<file path="config.mk">
export PLATFORM = sky130hd
export DESIGN_NAME = iterative_divider
export DESIGN_NICKNAME = d
export VERILOG_FILES = /design/src/rtl/divider_pkg.sv /design/src/rtl/div_step.sv /design/src/rtl/iterative_divider.sv
export SDC_FILE = /design/constraint.sdc
export NUM_CORES = 1
export LEC_CHECK = 0
export ABC_CLOCK_PERIOD_IN_PS = 3100
export BUFFER_PORTS_ARGS = -buffer_cell sky130_fd_sc_hd__buf_2
export CAP_MARGIN = 20
export CORE_MARGIN = 3
export CORE_UTILIZATION = 55
export CTS_CLUSTER_DIAMETER = 80
export CTS_CLUSTER_SIZE = 12
export DETAILED_ROUTE_END_ITERATION = 7
export GPL_ROUTABILITY_DRIVEN = 0
export GPL_TIMING_DRIVEN = 0
export PLACE_DENSITY = 0.81
export SYNTH_ARGS = -nofsm -noshare
export SYNTH_HDL_FRONTEND = slang
export SYNTH_HIERARCHICAL = 1
export SYNTH_SLANG_ARGS = --single-unit
</file>
<file path="constraint.sdc">
create_clock -name clk -period 3.1 [get_ports clk]
set_input_delay 0.775 -clock clk [delete_from_list [all_inputs] [get_ports clk]]
set_output_delay 0.775 -clock clk [all_outputs]
set_load 0.01 [all_outputs]
</file>
<file path="src/rtl/divider_pkg.sv">
// Shared types and constants for the iterative divider.
package divider_pkg;

  typedef enum logic [1:0] {
    IDLE = 2'd0,
    CALC = 2'd1,
    FIX  = 2'd2
  } div_state_e;

  localparam int DefaultWidth = 32;

  typedef logic [DefaultWidth-1:0] operand_t;
  typedef logic [DefaultWidth:0]   prem_t;

  // Width of the iteration counter; must hold BitWidth-1.
  function automatic int cnt_width(input int width);
    return $clog2(width);
  endfunction

endpackage

</file>
<file path="src/rtl/div_step.sv">
// One restoring shift-subtract iteration of the divider core (combinational).
module div_step
  import divider_pkg::*;
#(
  parameter int BitWidth = 32
) (
  input  logic [BitWidth-1:0] rem,
  input  logic [BitWidth-1:0] quo,
  input  logic [BitWidth:0]   dsr,
  output logic [BitWidth-1:0] rem_next,
  output logic [BitWidth-1:0] quo_next
);

  logic [BitWidth:0] shifted_s;

  // Shift in the next dividend bit and subtract the divisor when it fits.
  always_comb begin
    shifted_s = {rem, quo[BitWidth-1]};
    rem_next  = shifted_s[BitWidth-1:0];
    quo_next  = {quo[BitWidth-2:0], 1'b0};
    if (shifted_s >= dsr) begin
      // True difference is below the divisor, so the low bits are exact.
      rem_next = shifted_s[BitWidth-1:0] - dsr[BitWidth-1:0];
      quo_next = {quo[BitWidth-2:0], 1'b1};
    end else begin
      rem_next = shifted_s[BitWidth-1:0];
      quo_next = {quo[BitWidth-2:0], 1'b0};
    end
  end

endmodule

</file>
<file path="src/rtl/iterative_divider.sv">
// Multi-cycle signed/unsigned restoring divider (MIPS DIV/DIVU).
// Optional macro DIVIDER_ZERO_FAST_EN: divide-by-zero skips the iteration phase.
module iterative_divider
  import divider_pkg::*;
#(
  parameter int BitWidth = 32
) (
  input  logic                clk,
  input  logic                rst_n,
  input  logic                start,
  input  logic                cancel,
  input  logic                isUnsigned,
  input  logic [BitWidth-1:0] dividend,
  input  logic [BitWidth-1:0] divisor,
  output logic                busy,
  output logic                done,
  output logic [BitWidth-1:0] quotient,
  output logic [BitWidth-1:0] remainder,
  output logic                divByZero
);

  localparam int CntW = cnt_width(BitWidth);

  typedef logic [BitWidth-1:0] word_t;
  typedef logic [BitWidth:0]   wide_t;
  typedef logic [CntW-1:0]     cnt_t;

  localparam word_t WordZero = {BitWidth{1'b0}};
  localparam word_t WordOnes = {BitWidth{1'b1}};
  localparam word_t WordOne  = {{(BitWidth-1){1'b0}}, 1'b1};
  localparam cnt_t  CntOne   = {{(CntW-1){1'b0}}, 1'b1};
  localparam cnt_t  CntZero  = {CntW{1'b0}};
  localparam cnt_t  CntLast  = cnt_t'(BitWidth - 1);

  // Two's-complement magnitude; s is only set for negative x, so INT_MIN maps to 2^(W-1).
  function automatic word_t magnitude(input word_t x, input logic s);
    return (x ^ {BitWidth{s}}) + {{(BitWidth-1){1'b0}}, s};
  endfunction

  div_state_e state_r, next_s;
  logic       load_s, step_s, fin_s;

  cnt_t  cnt_r;
  word_t rem_r, quo_r, dvd_r;
  wide_t dsr_r;
  logic  sign_a_r, sign_b_r, zero_r;

  word_t quotient_r, remainder_r;
  logic  busy_r, done_r, dbz_r;

  logic  sign_a_s, sign_b_s, zero_s;
  word_t rem_next_s, quo_next_s;
  word_t res_q_s, res_r_s;

  assign sign_a_s = ~isUnsigned & dividend[BitWidth-1];
  assign sign_b_s = ~isUnsigned & divisor[BitWidth-1];
  assign zero_s   = (divisor == WordZero);

  div_step #(.BitWidth(BitWidth)) u_step (
    .rem      (rem_r),
    .quo      (quo_r),
    .dsr      (dsr_r),
    .rem_next (rem_next_s),
    .quo_next (quo_next_s)
  );

  // FSM state register.
  always_ff @(posedge clk or negedge rst_n) begin
    if (!rst_n) begin
      state_r <= IDLE;
    end else begin
      state_r <= next_s;
    end
  end

  // Next-state and datapath control; cancel wins over everything outside IDLE.
  always_comb begin
    next_s = state_r;
    load_s = 1'b0;
    step_s = 1'b0;
    fin_s  = 1'b0;
    case (state_r)
      IDLE: begin
        if (start && !cancel) begin
          load_s = 1'b1;
`ifdef DIVIDER_ZERO_FAST_EN
          if (zero_s) begin
            next_s = FIX;
          end else begin
            next_s = CALC;
          end
`else
          next_s = CALC;
`endif
        end else begin
          next_s = IDLE;
        end
      end
      CALC: begin
        if (cancel) begin
          next_s = IDLE;
        end else begin
          step_s = 1'b1;
          if (cnt_r == CntZero) begin
            next_s = FIX;
          end else begin
            next_s = CALC;
          end
        end
      end
      FIX: begin
        next_s = IDLE;
        if (!cancel) begin
          fin_s = 1'b1;
        end else begin
          fin_s = 1'b0;
        end
      end
      default: begin
        next_s = IDLE;
      end
    endcase
  end

  // Sign correction and forced divide-by-zero results.
  always_comb begin
    res_q_s = quo_r;
    res_r_s = rem_r;
    if (zero_r) begin
      res_q_s = sign_a_r ? WordOne : WordOnes;
      res_r_s = dvd_r;
    end else begin
      res_q_s = (sign_a_r ^ sign_b_r) ? (WordZero - quo_r) : quo_r;
      res_r_s = sign_a_r ? (WordZero - rem_r) : rem_r;
    end
  end

  // Operand capture and one restoring step per CALC cycle.
  always_ff @(posedge clk or negedge rst_n) begin
    if (!rst_n) begin
      cnt_r    <= CntZero;
      rem_r    <= WordZero;
      quo_r    <= WordZero;
      dvd_r    <= WordZero;
      dsr_r    <= {1'b0, WordZero};
      sign_a_r <= 1'b0;
      sign_b_r <= 1'b0;
      zero_r   <= 1'b0;
    end else if (load_s) begin
      cnt_r    <= CntLast;
      rem_r    <= WordZero;
      quo_r    <= magnitude(dividend, sign_a_s);
      dvd_r    <= dividend;
      dsr_r    <= {1'b0, magnitude(divisor, sign_b_s)};
      sign_a_r <= sign_a_s;
      sign_b_r <= sign_b_s;
      zero_r   <= zero_s;
    end else if (step_s) begin
      rem_r <= rem_next_s;
      quo_r <= quo_next_s;
      if (cnt_r != CntZero) begin
        cnt_r <= cnt_r - CntOne;
      end else begin
        cnt_r <= CntZero;
      end
    end else begin
      cnt_r <= cnt_r;
    end
  end

  // Registered handshake and result outputs; results hold until the next done.
  always_ff @(posedge clk or negedge rst_n) begin
    if (!rst_n) begin
      busy_r      <= 1'b0;
      done_r      <= 1'b0;
      quotient_r  <= WordZero;
      remainder_r <= WordZero;
      dbz_r       <= 1'b0;
    end else begin
      busy_r <= (next_s != IDLE);
      done_r <= fin_s;
      if (fin_s) begin
        quotient_r  <= res_q_s;
        remainder_r <= res_r_s;
        dbz_r       <= zero_r;
      end else begin
        quotient_r  <= quotient_r;
        remainder_r <= remainder_r;
        dbz_r       <= dbz_r;
      end
    end
  end

  assign busy      = busy_r;
  assign done      = done_r;
  assign quotient  = quotient_r;
  assign remainder = remainder_r;
  assign divByZero = dbz_r;

endmodule

</file>
==> results of run 1 <==
stage by stage:
step                utilization, %  cell area, um2  cells
floorplan                        -           15100   1825
global placement              61.3           16100   2280
detailed placement            61.4           16200   2281
CTS                           64.3           17000   2320
global route                  65.9           17400   2340
finish                        65.9           17400   2340
how the worst min path moves through the flow:
stage	cells past startpoint	end	start	slack, ns
after floorplan	2	dvd_r[29]	dvd_r[29]	0.44
after global placement	2	divByZero	divByZero	0.46
after detailed placement	2	divByZero	divByZero	0.47
after CTS	1	quotient[19]	rst_n	0.28
after global routing	1	quotient[19]	rst_n	0.29
final	1	quotient[19]	rst_n	0.23
worst max-delay path, cell delays in order (launching register included):
cell and delay [ns]:
dfrtp_2 0.45, inv_2 0.09, ha_2 0.18, fa_2 0.23
nor2b_2 0.05, o31a_1 0.34, o41ai_2 0.26, o21ba_2 0.24
a31oi_4 0.14, or4_1 0.41, and3_1 0.17, mux2_4 0.25
nand2_1 0.05, a21oi_1 0.06
registers in the layout, summed over array words and instances (netlist names):
name       count
rem_r         32
divByZero      1
remainder     32
sign_b_r       1
zero_r         1
dsr_r         32
quotient      32
done           1
busy           1
state_r        2
quo_r         32
sign_a_r       1
cnt_r          5
dvd_r         32
cell usage in the layout (no fill, tap or decap), drive strengths merged, types with 32 or more instances in the layout:
| cell type | count |
|---|---|
| nor3 | 39 |
| xor2 | 50 |
| a21oi | 137 |
| dfrtp | 205 |
| nor2 | 119 |
| nand2 | 302 |
| ha | 39 |
| clkbuf | 120 |
| buf | 210 |
| inv | 57 |
| xnor2 | 115 |
| o21ai | 156 |
| mux2 | 32 |
cell families after synthesis:
group / count (synthesis) / synth area share (%)
flops: 205 / 34.3
buf+inv: 210 / 6.25
simple gates: 648 / 20.2
fa+ha+maj: 40 / 3.40
other cells: 1 / 0.0251
compound gates: 497 / 21.3
mux: 59 / 4.90
xor+xnor: 165 / 9.67
layout make-up:
class	instances	area share [%]
Buffer	149	4.67
Clock buffer	21	3.03
Clock inverter	2	0.0937
Inverter	58	1.25
Multi-Input combinational cell	1410	53.4
Sequential cell	205	29.6
Tap cell	335	2.41
Timing Repair Buffer	160	5.54
per-layer routing:
metal  routed length [um]  up-vias  global-route usage (%)
met4                 1740        2                    11.6
met3                 5860      155                    8.62
met2                20700      907                    47.3
met5                   15        -                       0
met1                19500     7179                    44.4
li1                     -     6788                       -
timing repair:
action,CTS,global route
setup buffers,18,21
resized for setup,21,56
setup endpoints to repair,51,58
cloned,0,0
pin swaps,9,17
report_power, final:
part	total, mW	internal [mW]	switching (mW)
clock network	2.23	1.20	1.03
registers	3.29	2.97	0.323
logic	2.95	1.18	1.77
==> PnR_summary.wiki, run 1 <==
{| class="wikitable"
! Metric !! Value
|-
| Result of the run || finished, final reports clean
|-
| Cell types with the highest counts after synthesis || 302 x nand2_1, 205 x dfrtp_1, 154 x o21ai_0
|-
| Yosys warnings || 6
|-
| Final worst slack || 0.0129 ns
|-
| GRT overflow || 0
|-
| Startpoint of the most critical setup path || quo_r[31]
|-
| CTS H-tree depth || 1
|-
| Sequential cell area fraction in the yosys report || 34.3%
|-
| Post-CTS clock slew at the launch and capture registers of the worst setup and hold paths || 0.06 ns
|-
| Nets || 2114
|-
| Layout area overhead || 16.1%
|-
| Fin Hold WS || 0.234 ns
|-
| Endpoint of the most critical setup path || rem_r[26]
|-
| Height of the chip || 171 um
|-
| Unique masters post-synth || 94
|-
| Post-Synthesis Net Count || 1934
|-
| Diode insertion count for antenna repair || 0
|-
| Area of the mapped netlist || 15000 um2
|-
| Number of buffers added by the clock tree synthesis step || 21
|-
| Effective utilization at floorplan || 56.7%
|-
| Root Driver || clkbuf_16
|-
| Total vias in the final route || 15031
|-
| Final setup fails || 0
|-
| Ratio of cells with drive above 1 in the final layout || 17.5%
|-
| Setup repair after global routing missed its margin || true
|-
| Predominant post-synthesis flop cell || dfrtp_1
|-
| Number of placed I/O pins || 136
|-
| Global-route usage over all layers || 31.7%
|-
| Width of the die || 171 um
|-
| Final slew viol count || 0
|-
| Top-count cell post-synth || nand2_1
|-
| Critical R2R Capture || rem_r[26]
|-
| Pwr Total || 8.47 mW
|-
| Die ar. || 29200 um2
|-
| Depth of the worst register-to-register path || 13
|-
| Leading post-synthesis cells by cell area || dfrtp_1 34%, nand2_1 7.6%, xnor2_1 6.7%
|-
| Sum of negative setup slack || 0 ns
|-
| Global-route wire length before repair || 74300 um
|-
| Setup slack of the most critical reg-to-reg path || 0.01 ns
|-
| Number of rows in the core area || 59
|-
| Share of synthesized registers carrying an async set or reset || 100%
|-
| HPWL after DPL || 35100 um
|-
| Post-synth EDFFs || 0
|-
| Sinks on Clock Net || 205
|-
| Slew margin rel. || 42.8%
|-
| Number of antenna-violating nets in the routed design || 0
|-
| Peak clock frequency supported by timing || 324 MHz
|-
| Power density of the placed cells || 488 nW/um2
|-
| Fill cell total of the finished layout || 2095
|-
| Max Clock Skew || 0.0142 ns
|-
| Routed wire length || 47800 um
|-
| Total count of hold-check failures in the final report || 0
|-
| Reg-to-reg startpoint || quo_r[31]
|-
| Element type at the critical path end || register
|-
| Largest net degree at the start of global routing || 125
|-
| Area inside the core boundary || 26400 um2
|-
| Buffer depth of the longest clock path || 3
|-
| Arrival @ worst endpoint || 3.45 ns
|-
| DRC violation count after routing || 0
|-
| Cell count after synthesis || 1825
|-
| Flip-flop and latch count after synthesis || 205
|-
| Worst setup path class || register to register
|-
| Via count of the first global-routing pass || 13957
|-
| Area of combinational cells with multiple inputs || 9260 um2
|-
| Type of the worst min-delay path || input pin to async pin
|-
| TritonCTS clock tree || built
|-
| Quantity of hold-fixing buffers added after cts || 0
|-
| DR WL/cell || 20.4 um
|-
| Maximum ir drop on the vdd rail || 0.393 mV
|-
| Slew at the pin closest to its max-slew limit || 0.857 ns
|-
| Fin crit period || 3.09 ns
|-
| Worst-skew pair later-pin latency || 0.51 ns
|-
| Static Leakage || 7.66 nW
|-
| Critical Path RT || 3.46 ns
|-
| Final worst path period share || 99.6%
|-
| Number of max-cap violations || 0
|-
| Top-area cell type share of the netlist area || 34.3%
|-
| Sequential cell area || 5140 um2
|-
| Detailed Routing Iterations Pass 1 || 6
|-
| Drt initial violations || 1697
|-
| Setup slack at placement || -1.14 ns
|-
| Post-synthesis average cell area || 8.19 um2
|-
| Max Fanout on Critical Path || 5
|-
| Buffers on Ports || 120
|-
| Kind of start point of the critical path || register
|-
| Cell type contributing the most total cell area after synthesis || dfrtp_1
|-
| Initial antenna violation count || 2
|-
| Per-cell via count in the routed design || 6.42
|}
Note: power is estimated with default switching activity, not from simulation.
==> run 2, diff against run 1 <==
- CTS_BUF_LIST: unset -> sky130_fd_sc_hd__clkbuf_8
- SLEW_MARGIN: unset -> 20
==> run 2 against run 1 <==
Net effect: the flow now finishes with violations (negative setup slack); register-to-register slack got worse by 0.02 ns; core utilization decreased by 0.72 points; sequential share of layout area increased by 0.30 points; final cell count about the same; critical path depth decreased by 6; setup slack got worse by 0.023 ns; global-route usage decreased by 0.56 points; maximum frequency decreased by 0.74%; hold slack got worse by 0.097 ns; combinational power decreased by 1%; wire length decreased by 0.34%; die area unchanged; largest power group unchanged; highest routed layer unchanged.
==> PnR_summary.wiki, run 2 (synthesis gave the netlist of run 1 again) <==
{| class="wikitable"
! Metric !! Value
|-
| Result of the run || finished, violations left (was finished, final reports clean)
|-
| Violations in the final reports || negative setup slack
|-
| Global-route wire length before repair || 73200 um (was 74300 um)
|-
| Number of antenna-violating nets in the routed design || 0 (unchanged)
|-
| Final setup fails || 1 (was 0)
|-
| Relative contribution of combinational cells to total power || 37.1% (was 34.8%)
|-
| Peak clock frequency supported by timing || 322 MHz (was 324 MHz)
|-
| Fill cell total of the finished layout || 2174 (was 2095)
|-
| Internal Pwr Total || 4.83 mW (was 5.35 mW)
|-
| Initial antenna violation count || 3 (was 2)
|-
| Worst setup path class || register to register (unchanged)
|-
| Fin crit period || 3.11 ns (was 3.09 ns)
|-
| CTS H-tree depth || 1 (unchanged)
|-
| Number of placed I/O pins || 136 (unchanged)
|-
| Largest net degree at the start of global routing || 82 (was 125)
|-
| Height of the chip || 171 um (unchanged)
|-
| Power spent charging and discharging nets || 3.02 mW (was 3.12 mW)
|-
| Root Driver || clkbuf_8 (was clkbuf_16)
|-
| End-of-flow core utilization || 65.1% (was 65.9%)
|-
| Sum of negative setup slack || -0.0101 ns (was 0 ns)
|-
| Static Leakage || 7.59 nW (was 7.66 nW)
|-
| Part of the total power dissipated in sequential elements || 41.8% (was 38.9%)
|-
| Total vias in the final route || 14964 (was 15031)
|-
| Pwr Total || 7.85 mW (was 8.47 mW)
|-
| Die ar. || 29200 um2 (unchanged)
|-
| Width of the die || 171 um (unchanged)
|-
| Setup repair after global routing missed its margin || true (unchanged)
|-
| Buffers on Ports || 120 (unchanged)
|-
| Top sig layer || met5 (unchanged)
|-
| Worst-skew pair later-pin latency || 0.55 ns (was 0.51 ns)
|-
| Final worst path period share || 100% (was 99.6%)
|-
| Area of all placed cells without fillers || 17200 um2 (was 17400 um2)
|-
| Met2 routed WL || 20600 um (was 20700 um)
|-
| HPWL after DPL || 35300 um (was 35100 um)
|-
| Global-route usage over all layers || 31.1% (was 31.7%)
|-
| Nets || 2114 (unchanged)
|-
| Detailed Routing Iterations Pass 1 || 7 (was 6)
|-
| Most common cell after layout, fill and taps aside || nand2_1 (unchanged)
|-
| Final worst slack || -0.0101 ns (was 0.0129 ns)
|-
| Clock network fraction of design power || 21.1% (was 26.3%)
|-
| Via count of the first global-routing pass || 13759 (was 13957)
|-
| Area inside the core boundary || 26400 um2 (unchanged)
|-
| Net switching fraction of the power || 38.5% (was 36.8%)
|-
| Number of buffers added by the clock tree synthesis step || 21 (unchanged)
|-
| Slew at the pin closest to its max-slew limit || 0.839 ns (was 0.857 ns)
|-
| Effective utilization at floorplan || 56.7% (unchanged)
|-
| TritonCTS clock tree || built (unchanged)
|-
| Ratio of cells with drive above 1 in the final layout || 17.6% (was 17.5%)
|-
| Arrival @ worst endpoint || 3.52 ns (was 3.45 ns)
|-
| Layout area overhead || 14.8% (was 16.1%)
|-
| WL met3 || 5650 um (was 5860 um)
|-
| Critical Path RT || 3.51 ns (was 3.46 ns)
|-
| Drt initial violations || 1813 (was 1697)
|-
| Maximum ir drop on the vdd rail || 0.312 mV (was 0.393 mV)
|-
| Max Clock Skew || 0.0230 ns (was 0.0142 ns)
|-
| Buffer depth of the longest clock path || 3 (unchanged)
|-
| Number of rows in the core area || 59 (unchanged)
|-
| Element type at the critical path end || register (unchanged)
|-
| Per-cell via count in the routed design || 6.39 (was 6.42)
|-
| Type of the worst min-delay path || input pin to async pin (unchanged)
|-
| GRT overflow || 0 (unchanged)
|-
| Final slew viol count || 0 (unchanged)
|-
| Total count of hold-check failures in the final report || 0 (unchanged)
|-
| Sinks on Clock Net || 205 (unchanged)
|-
| Number of max-cap violations || 0 (unchanged)
|-
| Max Fanout on Critical Path || 5 (unchanged)
|-
| DRC violation count after routing || 0 (unchanged)
|-
| Routed metal-1 wire length || 19700 um (was 19500 um)
|-
| DR WL/cell || 20.3 um (was 20.4 um)
|-
| Commonest cells after routing, fill and taps aside || 293 x nand2_1, 197 x dfrtp_1, 148 x o21ai_0, 130 x a21oi_1, 121 x buf_2 (was 302 x nand2_1, 194 x dfrtp_1, 147 x o21ai_0, 134 x a21oi_1, 119 x buf_2)
|-
| Kind of start point of the critical path || register (unchanged)
|-
| Post-CTS clock slew at the launch and capture registers of the worst setup and hold paths || 0.09 ns (was 0.06 ns)
|-
| Power density of the placed cells || 457 nW/um2 (was 488 nW/um2)
|-
| Routed wire length || 47700 um (was 47800 um)
|-
| Total cell area at the placement stage || 16200 um2 (about the same)
|-
| Slew margin rel. || 44.1% (was 42.8%)
|}
[run 2: layer usage]
layer	vias to the layer above	global-route usage, %
met5	-	0
met4	4	11.2
met2	899	46.1
met3	142	7.79
met1	7118	44.5
li1	6801	-
[run 2: worst paths after layout]
kind                             start            end  slack, ns  depth (start not counted)
min in group clk           quotient[2]    quotient[2]       0.48                          2
min reg2reg                quotient[2]    quotient[2]       0.48                          2
max reg2reg                   rem_r[4]  remainder[28]      -0.01                          7
max                           rem_r[4]  remainder[28]      -0.01                          7
min                              rst_n   quotient[23]       0.14                          1
max in group asynchronous        rst_n       rem_r[6]       2.18                          2
[run 2: through the flow]
stage	cells	hold slack [ns]	setup slack, ns
final	2342	0.137	-0.0101
after global routing	2341	0.162	-0.122
after CTS	2318	0.138	-0.0261
after detailed placement	2282	0.466	-1.14
after global placement	2280	0.458	-2.11
after floorplan	1825	0.437	-0.558
[run 2: critical path, stage by stage (launching register included)]
cell and delay, ns:
dfrtp_2 0.47, or4_4 0.56, or4_4 0.49, or3_4 0.44, or4b_4 0.54, o31ai_4 0.20
xor2_1 0.18, o22ai_1 0.10
[run 2: cell type report]
type                       instances  area, um2  share of cell area [%]
buffer                           150        816                    4.75
timing repair buffer             159        968                    5.64
antenna                            1       2.50                  0.0146
inverter                          58        218                    1.27
multi-input combinational       1410       9270                    54.0
tap                              335        419                    2.44
clock buffer                      21        289                    1.68
clock inverter                     3       42.5                   0.248
sequential                       205       5140                    29.9
[run 2: timing repair]
action,4_1_cts,5_1_grt
hold buffers,0,0
pin swaps,6,13
endpoints found under the hold margin,0,0
resized for setup,10,67
setup endpoints to repair,48,54
buffers inserted,14,23
[run 2: power by group through the flow]
stage          Clock (mW)  Sequential, mW  Combinational [mW]
2_1_floorplan           0            3.19                2.01
3_3_place_gp            0            3.30                2.61
3_5_place_dp            0            3.31                2.70
4_1_cts              1.66            3.25                2.72
5_1_grt              1.76            3.31                3.18
6_report             1.65            3.28                2.91
